==> config.mk <==
export PLATFORM = sky130hd
export DESIGN_NAME = alu_issue_ctrl
export DESIGN_NICKNAME = d
export VERILOG_FILES = /design/src/rtl/alu_pkg.sv /design/src/rtl/alu_req_fifo.sv /design/src/rtl/alu_issue_ctrl.sv
export SDC_FILE = /design/constraint.sdc
export NUM_CORES = 1
export LEC_CHECK = 0
export BUFFER_PORTS_ARGS = -buffer_cell sky130_fd_sc_hd__buf_2
export CORE_AREA = 2 2 124 126
export DETAILED_ROUTE_END_ITERATION = 6
export DIE_AREA = 0 0 126 128
export GPL_ROUTABILITY_DRIVEN = 1
export GPL_TIMING_DRIVEN = 0
export PLACE_DENSITY = 0.77
export SYNTH_ARGS = -nofsm -noshare
export SYNTH_HDL_FRONTEND = slang
export SYNTH_SLANG_ARGS = --single-unit
export TNS_END_PERCENT = 30
==> constraint.sdc <==
create_clock -name clk -period 3.1 [get_ports clk]
set_input_delay 0.155 -clock clk [delete_from_list [all_inputs] [get_ports clk]]
set_output_delay 0.155 -clock clk [all_outputs]
set_load 0.005 [all_outputs]
==> src/rtl/alu_pkg.sv <==
// Shared definitions for the ALU issue stage: default widths, response flag bit positions,
// request field layout and FSM state encodings.
package alu_pkg;

   localparam int DEF_DATA_WIDTH = 8;
   localparam int DEF_CMD_WIDTH  = 4;
   localparam int ID_WIDTH       = 8;
   localparam int FLG_WIDTH      = 6;

   // Bit positions inside rsp_flags = {cout,oflow,g,l,e,err}
   localparam int FLG_COUT  = 5;
   localparam int FLG_OFLOW = 4;
   localparam int FLG_G     = 3;
   localparam int FLG_L     = 2;
   localparam int FLG_E     = 1;
   localparam int FLG_ERR   = 0;

   localparam logic [1:0] ST_IDLE  = 2'd0;
   localparam logic [1:0] ST_ISSUE = 2'd1;
   localparam logic [1:0] ST_DRAIN = 2'd2;

   typedef struct packed {
      logic [ID_WIDTH-1:0]       id;
      logic                      mode;
      logic [DEF_CMD_WIDTH-1:0]  cmd;
      logic [1:0]                inp_valid;
      logic                      cin;
      logic [DEF_DATA_WIDTH-1:0] opa;
      logic [DEF_DATA_WIDTH-1:0] opb;
   } alu_req_t;

   function automatic int req_width(input int dw, input int cw);
      return ID_WIDTH + 1 + cw + 2 + 1 + 2 * dw;
   endfunction

endpackage

==> src/rtl/alu_req_fifo.sv <==
// Synchronous request FIFO with registered occupancy count; read data is the current head.
module alu_req_fifo #(
   parameter int WIDTH = 8,
   parameter int DEPTH = 4
) (
   input  logic                     clk,
   input  logic                     rst_n,
   input  logic                     push,
   input  logic                     pop,
   input  logic [WIDTH-1:0]         wr_data,
   output logic [WIDTH-1:0]         rd_data,
   output logic                     full,
   output logic                     empty,
   output logic [$clog2(DEPTH):0]   count
);
   localparam int AW = $clog2(DEPTH);
   localparam logic [AW:0] FULL_CNT = (AW + 1)'(DEPTH);

   logic [WIDTH-1:0] mem_r [DEPTH];
   logic [AW-1:0]    wr_ptr_r;
   logic [AW-1:0]    rd_ptr_r;
   logic [AW:0]      count_r;
   logic             push_s;
   logic             pop_s;

   assign push_s  = push && (count_r != FULL_CNT);
   assign pop_s   = pop && (count_r != '0);
   assign rd_data = mem_r[rd_ptr_r];
   assign full    = (count_r == FULL_CNT);
   assign empty   = (count_r == '0);
   assign count   = count_r;

   // Storage array, written only on an accepted push
   always_ff @(posedge clk) begin
      if (push_s) begin
         mem_r[wr_ptr_r] <= wr_data;
      end
   end

   // Pointers wrap naturally since DEPTH is a power of two
   always_ff @(posedge clk or negedge rst_n) begin
      if (!rst_n) begin
         wr_ptr_r <= '0;
         rd_ptr_r <= '0;
         count_r  <= '0;
      end else begin
         if (push_s) wr_ptr_r <= wr_ptr_r + AW'(1);
         if (pop_s)  rd_ptr_r <= rd_ptr_r + AW'(1);
         case ({push_s, pop_s})
            2'b10:   count_r <= count_r + (AW + 1)'(1);
            2'b01:   count_r <= count_r - (AW + 1)'(1);
            default: count_r <= count_r;
         endcase
      end
   end

endmodule

==> src/rtl/alu_issue_ctrl.sv <==
// ALU issue stage: request FIFO, registered ALU pin drive, ID tag pipe and tagged response capture.
// Optional counters stat_issued/stat_errs are enabled by defining ALU_ISSUE_STATS_EN.
module alu_issue_ctrl
   import alu_pkg::*;
#(
   parameter int DATA_WIDTH = DEF_DATA_WIDTH,
   parameter int CMD_WIDTH  = DEF_CMD_WIDTH,
   parameter int FIFO_DEPTH = 4,
   parameter int ALU_LAT    = 2
) (
   input  logic                    clk,
   input  logic                    rst_n,
   input  logic                    req_valid,
   output logic                    req_ready,
   input  logic [ID_WIDTH-1:0]     req_id,
   input  logic                    req_mode,
   input  logic [CMD_WIDTH-1:0]    req_cmd,
   input  logic [1:0]              req_inp_valid,
   input  logic                    req_cin,
   input  logic [DATA_WIDTH-1:0]   req_opa,
   input  logic [DATA_WIDTH-1:0]   req_opb,
   input  logic                    flush,
   output logic                    flush_done,
   output logic                    alu_ce,
   output logic                    alu_mode,
   output logic                    alu_cin,
   output logic [1:0]              alu_inp_valid,
   output logic [CMD_WIDTH-1:0]    alu_cmd,
   output logic [DATA_WIDTH-1:0]   alu_opa,
   output logic [DATA_WIDTH-1:0]   alu_opb,
   input  logic [2*DATA_WIDTH:0]   alu_res,
   input  logic                    alu_cout,
   input  logic                    alu_oflow,
   input  logic                    alu_g,
   input  logic                    alu_l,
   input  logic                    alu_e,
   input  logic                    alu_err,
   output logic                    rsp_valid,
   output logic [ID_WIDTH-1:0]     rsp_id,
   output logic [2*DATA_WIDTH:0]   rsp_res,
   output logic [FLG_WIDTH-1:0]    rsp_flags
`ifdef ALU_ISSUE_STATS_EN
   ,
   output logic [15:0]             stat_issued,
   output logic [15:0]             stat_errs
`endif
);
   localparam int REQ_W = req_width(DATA_WIDTH, CMD_WIDTH);
   localparam int CNT_W = $clog2(FIFO_DEPTH) + 1;
   localparam logic [CNT_W-1:0] FULL_CNT = CNT_W'(FIFO_DEPTH);

   logic [REQ_W-1:0]      wr_data_s;
   logic [REQ_W-1:0]      rd_data_s;
   logic                  push_s, pop_s, full_s, empty_s;
   logic [CNT_W-1:0]      count_s, count_next_s;
   logic [ID_WIDTH-1:0]   hd_id_s;
   logic                  hd_mode_s, hd_cin_s;
   logic [CMD_WIDTH-1:0]  hd_cmd_s;
   logic [1:0]            hd_inp_valid_s;
   logic [DATA_WIDTH-1:0] hd_opa_s, hd_opb_s;
   logic [1:0]            state_r, state_next_s;
   logic                  pipe_empty_s, drain_done_s, done_next_s;
   logic [ID_WIDTH-1:0]   alu_id_r;
   logic [ALU_LAT-1:0]    pipe_vld_r;
   logic [ID_WIDTH-1:0]   pipe_id_r [ALU_LAT];

   assign push_s    = req_valid && req_ready && !full_s;
   assign pop_s     = !empty_s;
   assign wr_data_s = {req_id, req_mode, req_cmd, req_inp_valid, req_cin, req_opa, req_opb};
   assign {hd_id_s, hd_mode_s, hd_cmd_s, hd_inp_valid_s, hd_cin_s, hd_opa_s, hd_opb_s} = rd_data_s;

   alu_req_fifo #(.WIDTH(REQ_W), .DEPTH(FIFO_DEPTH)) u_fifo (
      .clk     (clk),
      .rst_n   (rst_n),
      .push    (push_s),
      .pop     (pop_s),
      .wr_data (wr_data_s),
      .rd_data (rd_data_s),
      .full    (full_s),
      .empty   (empty_s),
      .count   (count_s)
   );

   // An op stays in flight from the issue register until it leaves the tag pipe
   assign pipe_empty_s = !alu_ce && (pipe_vld_r == '0);
   assign drain_done_s = empty_s && pipe_empty_s;
   assign done_next_s  = (state_r == ST_DRAIN) && drain_done_s && !flush;

   // Occupancy after this edge, used to register req_ready
   always_comb begin
      count_next_s = count_s + CNT_W'(push_s) - CNT_W'(pop_s);
   end

   // Next-state logic; flush overrides every state
   always_comb begin
      state_next_s = state_r;
      if (flush) begin
         state_next_s = ST_DRAIN;
      end else begin
         case (state_r)
            ST_IDLE:  if (!empty_s)     state_next_s = ST_ISSUE; else state_next_s = ST_IDLE;
            ST_ISSUE: if (drain_done_s) state_next_s = ST_IDLE;  else state_next_s = ST_ISSUE;
            ST_DRAIN: if (drain_done_s) state_next_s = ST_IDLE;  else state_next_s = ST_DRAIN;
            default:  state_next_s = ST_IDLE;
         endcase
      end
   end

   // State, registered ready and flush completion pulse
   always_ff @(posedge clk or negedge rst_n) begin
      if (!rst_n) begin
         state_r    <= ST_IDLE;
         req_ready  <= 1'b0;
         flush_done <= 1'b0;
      end else begin
         state_r    <= state_next_s;
         req_ready  <= (state_next_s != ST_DRAIN) && (count_next_s != FULL_CNT);
         flush_done <= done_next_s;
      end
   end

   // ALU pin registers: idle cycles drop ce and inp_valid but hold the operands
   always_ff @(posedge clk or negedge rst_n) begin
      if (!rst_n) begin
         alu_ce        <= 1'b0;
         alu_mode      <= 1'b0;
         alu_cin       <= 1'b0;
         alu_inp_valid <= 2'b00;
         alu_cmd       <= '0;
         alu_opa       <= '0;
         alu_opb       <= '0;
         alu_id_r      <= '0;
      end else if (pop_s) begin
         alu_ce        <= 1'b1;
         alu_mode      <= hd_mode_s;
         alu_cin       <= hd_cin_s;
         alu_inp_valid <= hd_inp_valid_s;
         alu_cmd       <= hd_cmd_s;
         alu_opa       <= hd_opa_s;
         alu_opb       <= hd_opb_s;
         alu_id_r      <= hd_id_s;
      end else begin
         alu_ce        <= 1'b0;
         alu_inp_valid <= 2'b00;
      end
   end

   // Tag pipe starts on the edge the ALU samples alu_ce, so its exit lines up with valid ALU outputs
   always_ff @(posedge clk or negedge rst_n) begin
      if (!rst_n) begin
         pipe_vld_r <= '0;
         for (int i = 0; i < ALU_LAT; i++) pipe_id_r[i] <= '0;
         rsp_valid  <= 1'b0;
         rsp_id     <= '0;
         rsp_res    <= '0;
         rsp_flags  <= '0;
      end else begin
         pipe_vld_r[0] <= alu_ce;
         pipe_id_r[0]  <= alu_id_r;
         for (int i = 1; i < ALU_LAT; i++) begin
            pipe_vld_r[i] <= pipe_vld_r[i-1];
            pipe_id_r[i]  <= pipe_id_r[i-1];
         end
         rsp_valid <= pipe_vld_r[ALU_LAT-1];
         if (pipe_vld_r[ALU_LAT-1]) begin
            rsp_id               <= pipe_id_r[ALU_LAT-1];
            rsp_res              <= alu_res;
            rsp_flags[FLG_COUT]  <= alu_cout;
            rsp_flags[FLG_OFLOW] <= alu_oflow;
            rsp_flags[FLG_G]     <= alu_g;
            rsp_flags[FLG_L]     <= alu_l;
            rsp_flags[FLG_E]     <= alu_e;
            rsp_flags[FLG_ERR]   <= alu_err;
         end else begin
            rsp_id    <= rsp_id;
            rsp_res   <= rsp_res;
            rsp_flags <= rsp_flags;
         end
      end
   end

`ifdef ALU_ISSUE_STATS_EN
   // Saturating issue/error counters, cleared together with the flush_done pulse
   always_ff @(posedge clk or negedge rst_n) begin
      if (!rst_n) begin
         stat_issued <= 16'h0000;
         stat_errs   <= 16'h0000;
      end else if (done_next_s) begin
         stat_issued <= 16'h0000;
         stat_errs   <= 16'h0000;
      end else begin
         if (pop_s && (stat_issued != 16'hFFFF)) stat_issued <= stat_issued + 16'h0001;
         if (pipe_vld_r[ALU_LAT-1] && alu_err && (stat_errs != 16'hFFFF)) stat_errs <= stat_errs + 16'h0001;
      end
   end
`endif

endmodule
==> metrics.md, run 1 <==
| Metric | Value |
|---|---|
| FF/Latch Area | 6200 um^2 |
| Synth-to-Final Area Change | 27.0% |
| Crit. Startpoint | u_fifo.count[2]$_DFFE_PN0P_ |
| Max Slew Vio Count | 0 |
| Ranking of synthesized cells by area | edfxtp_1 (47%), dfrtp_1 (29%), mux4_2 (8.9%) |
| Initial DRC count | 259 |
| Status | complete, no violations |
| Largest net degree at the start of global routing | 49 |
| Ports | 118 |
| HP Class | in -> async |
| Antenna violations before repair | 0 |
| Gate power share | 26.6% |
| Power Density | 876 nW/um^2 |
| Sw frac | 27.9% |
| Post-synthesis cell count | 448 |
| Synth Net Count | 515 |
| # fillers | 955 |
| Gpl congestion | 0.720 |
| Clock share of power | 29.8% |
| Worst Tran Pin Value | 0.943 ns |
| CTS root buf | clkbuf_16 |
| First-pass GRT wire length | 24400 um |
| Reg clk slew, reported paths | 0.06 ns |
| Most frequent cells in the layout | edfxtp_1 (128), buf_2 (122), dfrtp_1 (94) |
| Final nets | 715 |
| Final hold viol count | 0 |
| Critical path class | reg -> reg |
| # Post-CTS Setup Buffers | 0 |
| Post-synth top area share | 47.5% |
| Layout cells sized above 1 | 34.6% |
| Sw Pwr | 0.00251 W |
| Startpoint type of the worst setup path | register |
| I/O Buffers | 117 |
| H-tree Lvls | 1 |
| Routed Wire Length | 15300 um |
| Synth unique cells | 32 |
| Period utilization | 91.5% |
| Die outline height | 128 um |
| # DRC | 0 |
| Average size of a mapped cell | 18.1 um^2 |
| Die Width | 126 um |
| Bufs on Longest Clock Path | 3 |
| FP Rows | 45 |
| FF-to-FF path depth | 11 |
| Layout Skew | 0.00463 ns |
| Initial Util | 54.5% |
| DP Area | 8950 um^2 |
| CTS tree | built |
| TritonRoute pass-1 iters | 4 |
| Max-Cap Viols | 0 |
| Tot GR Track Use | 19.3% |
| DR WL/cell | 18.0 um |
| Part of the power in registers | 43.6% |
| Num CTS Buffers | 22 |
| Via Count | 4459 |
| Max Clk Rate | 353 MHz |
| Crit path max fanout | 10 |
| Worst-Skew Late Latency | 0.49 ns |
| Final core utilization | 69.2% |
| Final setup TNS | 0 ns |
| Final setup fails | 0 |
| Post-Syn Area | 8100 um^2 |
| Yosys warns | 0 |
| Worst R2R Start | u_fifo.count[2]$_DFFE_PN0P_ |
| Via-to-Cell Ratio | 5.23 |
| Most common cell after layout, fill and taps aside | edfxtp_1 |
| Seq/Total Area, Yosys | 76.5% |
| Final Critical Period | 2.84 ns |
| Rel. slew slack | 37.2% |
| Final Instance Area | 10300 um^2 |
| Crit path DAT | 3.24 ns |
| Peak supply drop | 0.606 mV |
| Area occupied by multi-input gates | 1800 um^2 |
| Leakage | 4.18 nW |
| CP Data Required Time | 3.50 ns |
| Vias in the first global route | 4698 |
| HPWL Detailed | 9170 um |
| Largest area contributor in the netlist | edfxtp_1 |
| Synthesized flop and latch total | 222 |
| Die area | 16100 um^2 |
| Diode count | 0 |
| Post-route ant nets | 0 |
| Unrepaired setup endpoints after global routing | false |
| Core ar. | 14900 um^2 |
| Grt total ovfl | 0 |
| CP endpoint kind | register |
| Clk sink count | 222 |
| Internal Power | 0.00650 W |
## through the flow
step | std cells | worst slack (ns) | hold slack, ns | total power (W)
after floorplan | 448 | 0.540 | -0.141 | 0.00551
after global routing | 852 | 0.0482 | 0.300 | 0.00950
final | 852 | 0.264 | 0.240 | 0.00901
after detailed placement | 754 | 0.0609 | 0.231 | 0.00635
after global placement | 753 | 0.0857 | 0.335 | 0.00623
after CTS | 852 | 0.0386 | 0.254 | 0.00909
## metal layers
layer  vias to the layer above  track usage, %  part of all wire, %
met5                         -               0                    0
met4                         0            4.52                  1.4
met3                        20            4.05                  7.1
met2                       169            32.8                   49
met1                      2231            26.2                   42
li1                       2039               -                    -
## worst paths after layout
path,end,slack [ns]
worst max-delay path,req_ready$_DFF_PN0_,0.26
worst min-delay path,pipe_id_r[0]$_DFF_PN0_,0.24
worst max register to register,req_ready$_DFF_PN0_,0.26
worst min register to register,pipe_id_r[4]$_DFF_PN0_,0.35
max in group asynchronous,alu_cmd[0]$_DFFE_PN0P_,2.19
min in group clk,pipe_id_r[4]$_DFF_PN0_,0.35
## area by class of cell
type / instances / share of cell area [%]
Buffer: 20 / 0.815
Clock buffer: 34 / 6.48
Clock inverter: 6 / 0.791
Inverter: 8 / 0.292
Multi-Input combinational cell: 198 / 17.5
Sequential cell: 222 / 60.2
Tap cell: 188 / 2.29
Timing Repair Buffer: 176 / 11.6
## synthesized netlist by cell type (all sizes together)
| master | number |
|---|---|
| nor4bb | 1 |
| and2 | 6 |
| a21oi | 1 |
| a211oi | 1 |
| nor2 | 5 |
| nand3 | 1 |
| xnor2 | 4 |
| a31oi | 1 |
| mux4 | 32 |
| a221oi | 1 |
| nor2b | 1 |
| clkbuf | 9 |
| fa | 2 |
| o21a | 1 |
| a21o | 1 |
| a221o | 1 |
| nand2 | 92 |
| edfxtp | 128 |
| or4 | 1 |
| mux2 | 32 |
| nor3 | 1 |
| o211a | 1 |
| o21ai | 3 |
| nor3b | 1 |
| inv | 8 |
| buf | 11 |
| ha | 6 |
| xor2 | 1 |
| dfrtp | 94 |
| a2bb2oi | 1 |
## kinds of logic (layout without fill, tap and decap cells)
logic type | count (synthesis) | in the layout | share of synthesized area (%)
flops | 222 | 222 | 76.5
simple gates | 109 | 109 | 5.65
mux | 64 | 64 | 13.3
buf+inv | 28 | 244 | 1.39
compound gates | 12 | 12 | 1.14
fa+ha+maj | 8 | 8 | 1.42
xor+xnor | 5 | 5 | 0.541
## power by group through the flow
stage               Clock (W)  Combinational (W)  Sequential (W)
floorplan                   0            0.00153         0.00398
global placement            0            0.00228         0.00395
detailed placement          0            0.00237         0.00398
CTS                   0.00273            0.00243         0.00393
global route          0.00285            0.00266         0.00399
finish                0.00268            0.00240         0.00393
## critical path, stage by stage (launching register included)
cell and delay (ns):
dfrtp_1 0.37, buf_2 0.18, nor3_4 0.37, clkbuf_2 0.35, inv_1 0.09, ha_1 0.28, inv_1 0.04, ha_1 0.18
fa_1 0.37, xor2_1 0.16, xnor2_1 0.14, a221oi_2 0.23
## registers in the layout (all words and copies together) (netlist names)
signal,cells
pipe_vld_r,2
u_fifo.count,3
alu_inp_valid,2
alu_cmd,4
alu_opb,8
u_fifo.mem_r,128
rsp_valid,1
alu_cin,1
pipe_id_r,16
rsp_id,8
u_fifo.rd_ptr_r,2
alu_opa,8
alu_id_r,8
alu_mode,1
u_fifo.wr_ptr_r,2
rsp_res,17
rsp_flags,6
req_ready,1
flush_done,1
alu_ce,1
state_r,2
## repair_timing
item / 4_1_cts / 5_1_grt
hold buffers: 58 / 0
setup endpoints to repair: 0 / 1
hold endpoints to repair: 202 / 0
gates resized for setup: 0 / 2
Note: power is estimated with default switching activity, not from simulation.
==> inputs of run 2 (changes only) <==
--- a/config.mk
+++ b/config.mk
@@ -5,14 +5,15 @@
 export SDC_FILE = /design/constraint.sdc
 export NUM_CORES = 1
 export LEC_CHECK = 0
-export BUFFER_PORTS_ARGS = -buffer_cell sky130_fd_sc_hd__buf_2
+export BUFFER_PORTS_ARGS = -buffer_cell sky130_fd_sc_hd__clkbuf_2
 export CORE_AREA = 2 2 124 126
 export DETAILED_ROUTE_END_ITERATION = 6
 export DIE_AREA = 0 0 126 128
 export GPL_ROUTABILITY_DRIVEN = 1
 export GPL_TIMING_DRIVEN = 0
-export PLACE_DENSITY = 0.77
+export PLACE_DENSITY = 0.78
 export SYNTH_ARGS = -nofsm -noshare
 export SYNTH_HDL_FRONTEND = slang
+export SYNTH_HIERARCHICAL = 1
 export SYNTH_SLANG_ARGS = --single-unit
 export TNS_END_PERCENT = 30
==> run 2 against run 1 <==
  * Sequential power increased by 1%
  * Fmax decreased by 2.1%
  * Clock skew increased by 0.0053 ns
  * Total power decreased by 2.2%
  * Critical endpoint unchanged
  * Largest power group unchanged
  * Wire length decreased by 3.8%
  * Critical path depth decreased by 1
  * Cell area increased by 0.45%
  * Final cell count decreased by 7.7%
  * Non-clock buffer count decreased by 5
  * Largest cell class unchanged
  * Worst setup slack got worse by 0.062 ns
==> metrics.md, run 2 <==
| Metric | Value |
|---|---|
| Synth unique cells | 30 (-6.3%) |
| # Post-CTS Setup Buffers | 0 (unchanged) |
| Status | complete, no violations |
| Synthesized flop and latch total | 222 (unchanged) |
| Ranking of synthesized cells by area | edfxtp_1 (47%), dfrtp_1 (29%), mux2_2 (8.5%) |
| CTS tree | built |
| Layout cells sized above 1 | 44.0% (+9.3 points) |
| Biggest regs | u_fifo/mem_r: 128 flops, rsp_res: 17 flops, pipe_id_r: 16 flops |
| Vias in the first global route | 4464 (-5.0%) |
| CP endpoint kind | register |
| Post-route ant nets | 0 (unchanged) |
| Async set-reset flop share out of synthesis | 42.3% (unchanged) |
| Initial Util | 55.0% (+0.48 points) |
| Num CTS Buffers | 22 (unchanged) |
| Leakage | 4.10 nW (-1.9%) |
| Yosys warns | 6 (+6) |
| Unrepaired setup endpoints after global routing | false |
| Max reg flops | 128 (unchanged) |
| Routed Wire Length | 14700 um (-3.8%) |
| Via Count | 4130 (-7.4%) |
| Max-Cap Viols | 0 (unchanged) |
| Reg clk slew, reported paths | 0.06 ns (about the same) |
| Critical path class | reg -> reg |
| Largest net degree at the start of global routing | 58 (+18%) |
| H-tree Lvls | 1 (unchanged) |
| Crit. Startpoint | u_fifo/count[1]$_DFFE_PN0P_ |
| Crit path DAT | 3.29 ns (+0.05 ns) |
| Met2 usage | 32.1% (-0.76 points) |
| Most common cell after layout, fill and taps aside | edfxtp_1 |
| Worst-Skew Late Latency | 0.49 ns (about the same) |
| Met1 Use GR | 25.0% (-1.1 points) |
| Sw frac | 26.1% (-1.8 points) |
| Die Width | 126 um (unchanged) |
| TritonRoute pass-1 iters | 4 (unchanged) |
| Grt total ovfl | 0 (unchanged) |
| Diode count | 0 (unchanged) |
| Power Density | 852 nW/um^2 (-2.7%) |
| PnR worst setup slack | 0.202 ns (-0.0623 ns) |
| Clk sink count | 222 (unchanged) |
| Gpl congestion | 0.709 (-1.6%) |
| DR WL/cell | 18.7 um (+4.3%) |
| Sw Pwr | 0.00230 W (-8.4%) |
| Seq/Total Area, Yosys | 75.8% (-0.67 points) |
| Worst R2R Start | u_fifo/count[1]$_DFFE_PN0P_ |
| Part of the power in registers | 45.0% (+1.4 points) |
| HPWL Detailed | 8820 um (-3.8%) |
| Post-synth EDFFs | 128 (unchanged) |
| Antenna violations before repair | 0 (unchanged) |
| Most frequent cell after synthesis | edfxtp_1 |
| Final Critical Period | 2.90 ns (+0.0623 ns) |
| Largest area contributor in the netlist | edfxtp_1 |
| Crit path max fanout | 16 (+6) |
| Average size of a mapped cell | 21.4 um^2 (+18%) |
| Synth-to-Final Area Change | 26.4% |
| Ports | 118 (unchanged) |
| Max Slew Vio Count | 0 (unchanged) |
| Placement Setup Slack | -0.109 ns (-0.170 ns) |
| M3 GR Usage | 3.46% (-0.58 points) |
| Layout Skew | 0.00989 ns (+0.00527 ns) |
| Post-synth top area share | 47.0% (-0.41 points) |
| Max Clk Rate | 345 MHz (-2.1%) |
| Top FF cell, synth | edfxtp_1 |
| Worst Tran Pin Value | 0.943 ns (+0.000124 ns) |
| CTS root buf | clkbuf_16 |
| Post-synthesis cell count | 382 (-15%) |
| Top Usage Layer GRT | met2 |
| Most frequent cells in the layout | edfxtp_1 (128), clkbuf_2 (116), dfrtp_1 (94) |
| Final nets | 650 (-9.1%) |
| First-pass GRT wire length | 23400 um (-4.0%) |
| Final setup TNS | 0 ns (unchanged) |
| Post-synth top cells | edfxtp_1 (128), dfrtp_1 (94), mux2_2 (62) |
| Die area | 16100 um^2 (unchanged) |
| Internal Power | 0.00650 W (+0.13%) |
| Die outline height | 128 um (unchanged) |
| Final setup fails | 0 (unchanged) |
| CP Data Required Time | 3.49 ns (about the same) |
| FP Rows | 45 (unchanged) |
| Tot GR Track Use | 18.8% (-0.53 points) |
| Via-to-Cell Ratio | 5.25 (+0.40%) |
| Initial DRC count | 117 (-55%) |
| Bufs on Longest Clock Path | 3 (unchanged) |
| Final hold viol count | 0 (unchanged) |
| # DRC | 0 (unchanged) |
| Core ar. | 14900 um^2 (unchanged) |
| HP Class | in -> async |
| Period utilization | 93.5% (+2.0 points) |
| Post-Syn Area | 8170 um^2 (+0.88%) |
| Rel. slew slack | 37.1% (about the same) |
| Startpoint type of the worst setup path | register |
| Biggest register | u_fifo/mem_r |
| Gate power share | 26.2% (-0.4 points) |
| # fillers | 947 (-0.84%) |
| I/O Buffers | 117 (unchanged) |
| Clock share of power | 28.7% (-1.1 points) |
| Peak supply drop | 0.542 mV (-10%) |
| Synth Net Count | 450 (-13%) |
## run 2: cell type report
cell class	instances	area [um^2]	share of cell area, %
Buffer	14	126	1.22
Clock inverter	7	62.6	0.606
Clock buffer	33	633	6.13
Sequential cell	222	6200	60.0
Multi-Input combinational cell	133	1810	17.5
Inverter	12	45.0	0.436
Tap cell	188	235	2.28
Timing Repair Buffer	177	1230	11.9
## run 2: kinds of logic (layout without fill, tap and decap cells)
| kind of cell | after synthesis | after routing | synth area share, % |
|---|---|---|---|
| flip-flops | 222 | 222 | 75.8 |
| multiplexers | 95 | 95 | 17.7 |
| AO/OA/AOI/OAI | 3 | 3 | 0.398 |
| buffers and inverters | 27 | 243 | 2.11 |
| AND/OR/NAND/NOR | 19 | 19 | 1.50 |
| adder cells (fa/ha/maj) | 9 | 9 | 1.56 |
| XOR/XNOR | 7 | 7 | 0.919 |
## run 2: stage by stage
stage / instances / hold WS, ns / total power, W / utilization, % / area [um^2]
2_1_floorplan: 382 / -0.141 / 0.00550 / - / 8170
3_3_place_gp: 687 / 0.332 / 0.00615 / 60.5 / 8990
3_5_place_dp: 690 / 0.217 / 0.00629 / 61.0 / 9070
4_1_cts: 786 / 0.235 / 0.00892 / 69.5 / 10300
5_1_grt: 786 / 0.278 / 0.00927 / 69.5 / 10300
6_report: 786 / 0.250 / 0.00880 / 69.5 / 10300
## run 2: critical path, stage by stage, from the launching register on
cell and delay [ns]:
dfrtp_1 0.43, or3_1 0.42, inv_1 0.09, buf_6 0.21, inv_1 0.13, ha_1 0.29
inv_1 0.04, ha_1 0.19, fa_1 0.38, xnor3_1 0.38, a221oi_2 0.25
## run 2: path summary, 6_finish.rpt
path | end | slack, ns | depth (start not counted)
max | req_ready$_DFF_PN0_ | 0.20 | 10
min | alu_id_r[2]$_DFFE_PN0N_ | 0.25 | 2
max reg2reg | req_ready$_DFF_PN0_ | 0.20 | 10
min reg2reg | pipe_id_r[1]$_DFF_PN0_ | 0.35 | 0
max in group asynchronous | alu_opb[7]$_DFFE_PN0N_ | 2.17 | 3
min in group clk | u_fifo/wr_ptr_r[0]$_DFFE_PN0P_ | 0.27 | 5
## run 2: what timing repair did
| action | 4_1_cts | 5_1_grt |
|---|---|---|
| pin swaps | 0 | 0 |
| cloned | 0 | 0 |
| gates resized for setup | 0 | 1 |
| endpoints found under the hold margin | 192 | 0 |
| hold buffers | 57 | 0 |
| setup endpoints to repair | 1 | 1 |
## run 2: power groups by stage
stage                     combinational (W)  clock [W]  sequential, W
final                               0.00231    0.00253        0.00397
after global placement              0.00218          0        0.00397
after global routing                0.00253    0.00271        0.00403
after floorplan                     0.00153          0        0.00397
after CTS                           0.00235    0.00260        0.00396
after detailed placement            0.00228          0        0.00401
## run 2: layer usage
| layer | routed length [um] | vias to the layer above |
|---|---|---|
| met5 | 0 | - |
| met4 | 412 | 0 |
| met3 | 752 | 32 |
| met2 | 7340 | 135 |
| met1 | 6210 | 2100 |
| li1 | - | 1863 |
==> inputs of run 3 (changes only) <==
--- a/config.mk
+++ b/config.mk
@@ -6,12 +6,12 @@
 export NUM_CORES = 1
 export LEC_CHECK = 0
 export BUFFER_PORTS_ARGS = -buffer_cell sky130_fd_sc_hd__clkbuf_2
-export CORE_AREA = 2 2 124 126
+export CORE_AREA = 2 2 131 133
 export DETAILED_ROUTE_END_ITERATION = 6
-export DIE_AREA = 0 0 126 128
+export DIE_AREA = 0 0 133 135
 export GPL_ROUTABILITY_DRIVEN = 1
 export GPL_TIMING_DRIVEN = 0
-export PLACE_DENSITY = 0.78
+export PLACE_DENSITY = 0.73
 export SYNTH_ARGS = -nofsm -noshare
 export SYNTH_HDL_FRONTEND = slang
 export SYNTH_HIERARCHICAL = 1
==> constraint.sdc (replaced) <==
create_clock -name clk -period 2.5 [get_ports clk]
set_input_delay 0.125 -clock clk [delete_from_list [all_inputs] [get_ports clk]]
set_output_delay 0.125 -clock clk [all_outputs]
set_load 0.1 [all_outputs]
==> run 3 against run 2 <==
  * Final cell count up 5.2%
  * Critical path depth up 1
  * Worst setup slack worse by 0.20 ns
  * Highest routed layer unchanged
  * Via count up 0.90%
  * The flow now finishes with violations (setup timing)
  * Global-route usage down 1.3 points
==> metrics.md, run 3 (synthesized netlist as in run 2, its figures left out) <==
| Metric | Value |
|---|---|
| Max Clk Rate | 400 MHz (+16%) |
| CTS root buf | clkbuf_16 |
| Worst hold start | req_valid |
| Crit. Startpoint | u_fifo/count[1]$_DFFE_PN0P_ |
| Synth-to-Final Area Change | 28.9% |
| Final setup fails | 1 (+1) |
| Critical path class | reg -> reg |
| Max reg flops | 128 (unchanged) |
| Biggest register | u_fifo/mem_r |
| Failing checks | setup timing |
| Gpl congestion | 0.724 (+2.1%) |
| Final hold viol count | 0 (unchanged) |
| Post-route ant nets | 0 (unchanged) |
| Slowest cell delay on critical path | 0.51 ns (+0.08 ns) |
| Worst-Skew Late Latency | 0.50 ns (about the same) |
| Cell family with most CP delay | adder cells |
| Period utilization | 100% (+6.6 points) |
| CTS tree | built |
| Final nets | 659 (+1.4%) |
| Worst Tran Pin Value | 0.926 ns (-0.0166 ns) |
| Antenna violations before repair | 0 (unchanged) |
| Worst R2R Start | u_fifo/count[1]$_DFFE_PN0P_ |
| Crit path max fanout | 2 (-14) |
| DP Area | 9090 um^2 (+0.29%) |
| Unrepaired setup endpoints after global routing | true |
| Ports | 118 (unchanged) |
| Final Instance Area | 10500 um^2 (+1.9%) |
| TritonRoute pass-1 iters | 4 (unchanged) |
| CP Data Required Time | 2.90 ns (-0.59 ns) |
| Bufs on Longest Clock Path | 3 (unchanged) |
| PnR worst setup slack | -0.00313 ns (-0.205 ns) |
| Die area | 18000 um^2 (+11%) |
| Most frequent cells in the layout | edfxtp_1 (128), clkbuf_2 (116), dfrtp_1 (94) |
| Routed length on met3 | 925 um (+23%) |
| Layout Skew | 0.0104 ns (+0.000536 ns) |
| Largest net degree at the start of global routing | 49 (-16%) |
| Biggest regs | u_fifo/mem_r: 128 flops, rsp_res: 17 flops, pipe_id_r: 16 flops |
| Leakage | 4.17 nW (+1.8%) |
| DR WL/cell | 18.3 um (-2.2%) |
| Vias in the first global route | 4611 (+3.3%) |
| Critical path's slowest cell | fa_2 |
| Status | finished with violations |
| Metal2 WL | 7480 um (+1.9%) |
| DR top layer | met4 |
| Initial Util | 49.8% (-5.2 points) |
| # DRC | 0 (unchanged) |
| Rel. slew slack | 38.3% (+1.1 points) |
| Routed Wire Length | 15100 um (+2.9%) |
| Core ar. | 16400 um^2 (+10%) |
| Via-to-Cell Ratio | 5.04 (-4.1%) |
| I/O Buffers | 117 (unchanged) |
| Final setup TNS | -0.00313 ns (-0.00313 ns) |
| HP Class | in -> reg |
| Diode count | 0 (unchanged) |
| FP Rows | 47 (+4.4%) |
| Via Count | 4167 (+0.90%) |
| Clk sink count | 222 (unchanged) |
| Most common cell after layout, fill and taps aside | edfxtp_1 |
| H-tree Lvls | 1 (unchanged) |
| Die Width | 133 um (+5.6%) |
| First-pass GRT wire length | 24200 um (+3.5%) |
| Num CTS Buffers | 24 (+9.1%) |
| Placed cells | 721 (+4.5%) |
| CP cell instances | or3_4 > inv_2 > buf_6 > buf_12 > clkinvlp_4 > ha_1 > inv_1 > ha_2 > fa_2 > nor2_1 > a221oi_2 |
| Max-Cap Viols | 0 (unchanged) |
| HPWL Detailed | 8730 um (-1.0%) |
| Power Density | 1350 nW/um^2 (+58%) |
| CP Buf/Inv Count | 5 (+1) |
| Layout cells sized above 1 | 45.8% (+1.8 points) |
| Final Critical Period | 2.50 ns (-0.395 ns) |
| Die outline height | 135 um (+5.5%) |
| Crit path DAT | 2.91 ns (-0.38 ns) |
| Finished Layout Cells | 827 (+5.2%) |
| Reg clk slew, reported paths | 0.06 ns (about the same) |
| Metal-1 WL | 6360 um (+2.4%) |
| Grt total ovfl | 0 (unchanged) |
| Initial DRC count | 139 (+19%) |
| Startpoint type of the worst setup path | register |
| Tot GR Track Use | 17.5% (-1.3 points) |
| Max Slew Vio Count | 0 (unchanged) |
| CP endpoint kind | register |
| Peak supply drop | 0.903 mV (+66%) |
-- run 3: cell count changes in the layout (fill, tap and decap cells not counted), sizes merged --
cell | previous run | this run
clkbuf | 151 | 152
bufinv | 1 | 2
buf | 16 | 23
-- run 3: path summary, 6_finish.rpt --
path,to,slack [ns],cells past startpoint
max,req_ready$_DFF_PN0_,-0.003,11
min,u_fifo/wr_ptr_r[0]$_DFFE_PN0P_,0.20,5
max reg2reg,req_ready$_DFF_PN0_,-0.003,11
min reg2reg,pipe_id_r[1]$_DFF_PN0_,0.35,0
max in group asynchronous,alu_opb[0]$_DFFE_PN0N_,1.58,3
min in group asynchronous,rsp_id[5]$_DFFE_PN0P_,0.25,2
-- run 3: power by group --
group          internal [W]  switching [W]
Combinational       0.00175        0.00413
Clock               0.00212        0.00132
Sequential          0.00455       0.000327
-- run 3: layout make-up --
cell class                 instances  area (um^2)
fill                            1133         5880
clock inverter                     8         95.1
multi-input combinational        133         1820
buffer                            15          146
inverter                          12         48.8
clock buffer                      34          689
timing repair buffer             183         1260
tap                              220          275
sequential                       222         6200
-- run 3: metal layers --
| metal | up-vias | global-route usage, % |
|---|---|---|
| met2 | 149 | 30.8 |
| met3 | 27 | 3.83 |
| li1 | 1885 | - |
| met1 | 2106 | 22.1 |
| met4 | 0 | 5.08 |
| met5 | - | 0 |
-- run 3: repair_timing --
item | CTS | global route
buffers inserted | 7 | 0
endpoints found under the setup margin | 3 | 99
gates resized for setup | 8 | 2
endpoints found under the hold margin | 201 | 0
pin swaps | 2 | 0
hold buffers | 57 | 0
-- run 3: metrics by stage --
stage,hold slack [ns],worst slack (ns),utilization [%],total power (W)
after floorplan,-0.171,-0.121,-,0.00959
after global placement,0.332,-0.396,55.1,0.0105
after detailed placement,0.244,-0.372,55.4,0.0106
final,0.201,-0.00313,64.2,0.0142
after CTS,0.201,-0.00414,64.2,0.0143
after global routing,0.242,-0.0974,64.2,0.0148
-- run 3: worst min-delay path: cells and delay by family --
family	cells	cell delay (ns)
XOR/XNOR	1	0.13
buffers and inverters	1	0.08
AND/OR/NAND/NOR	3	0.32
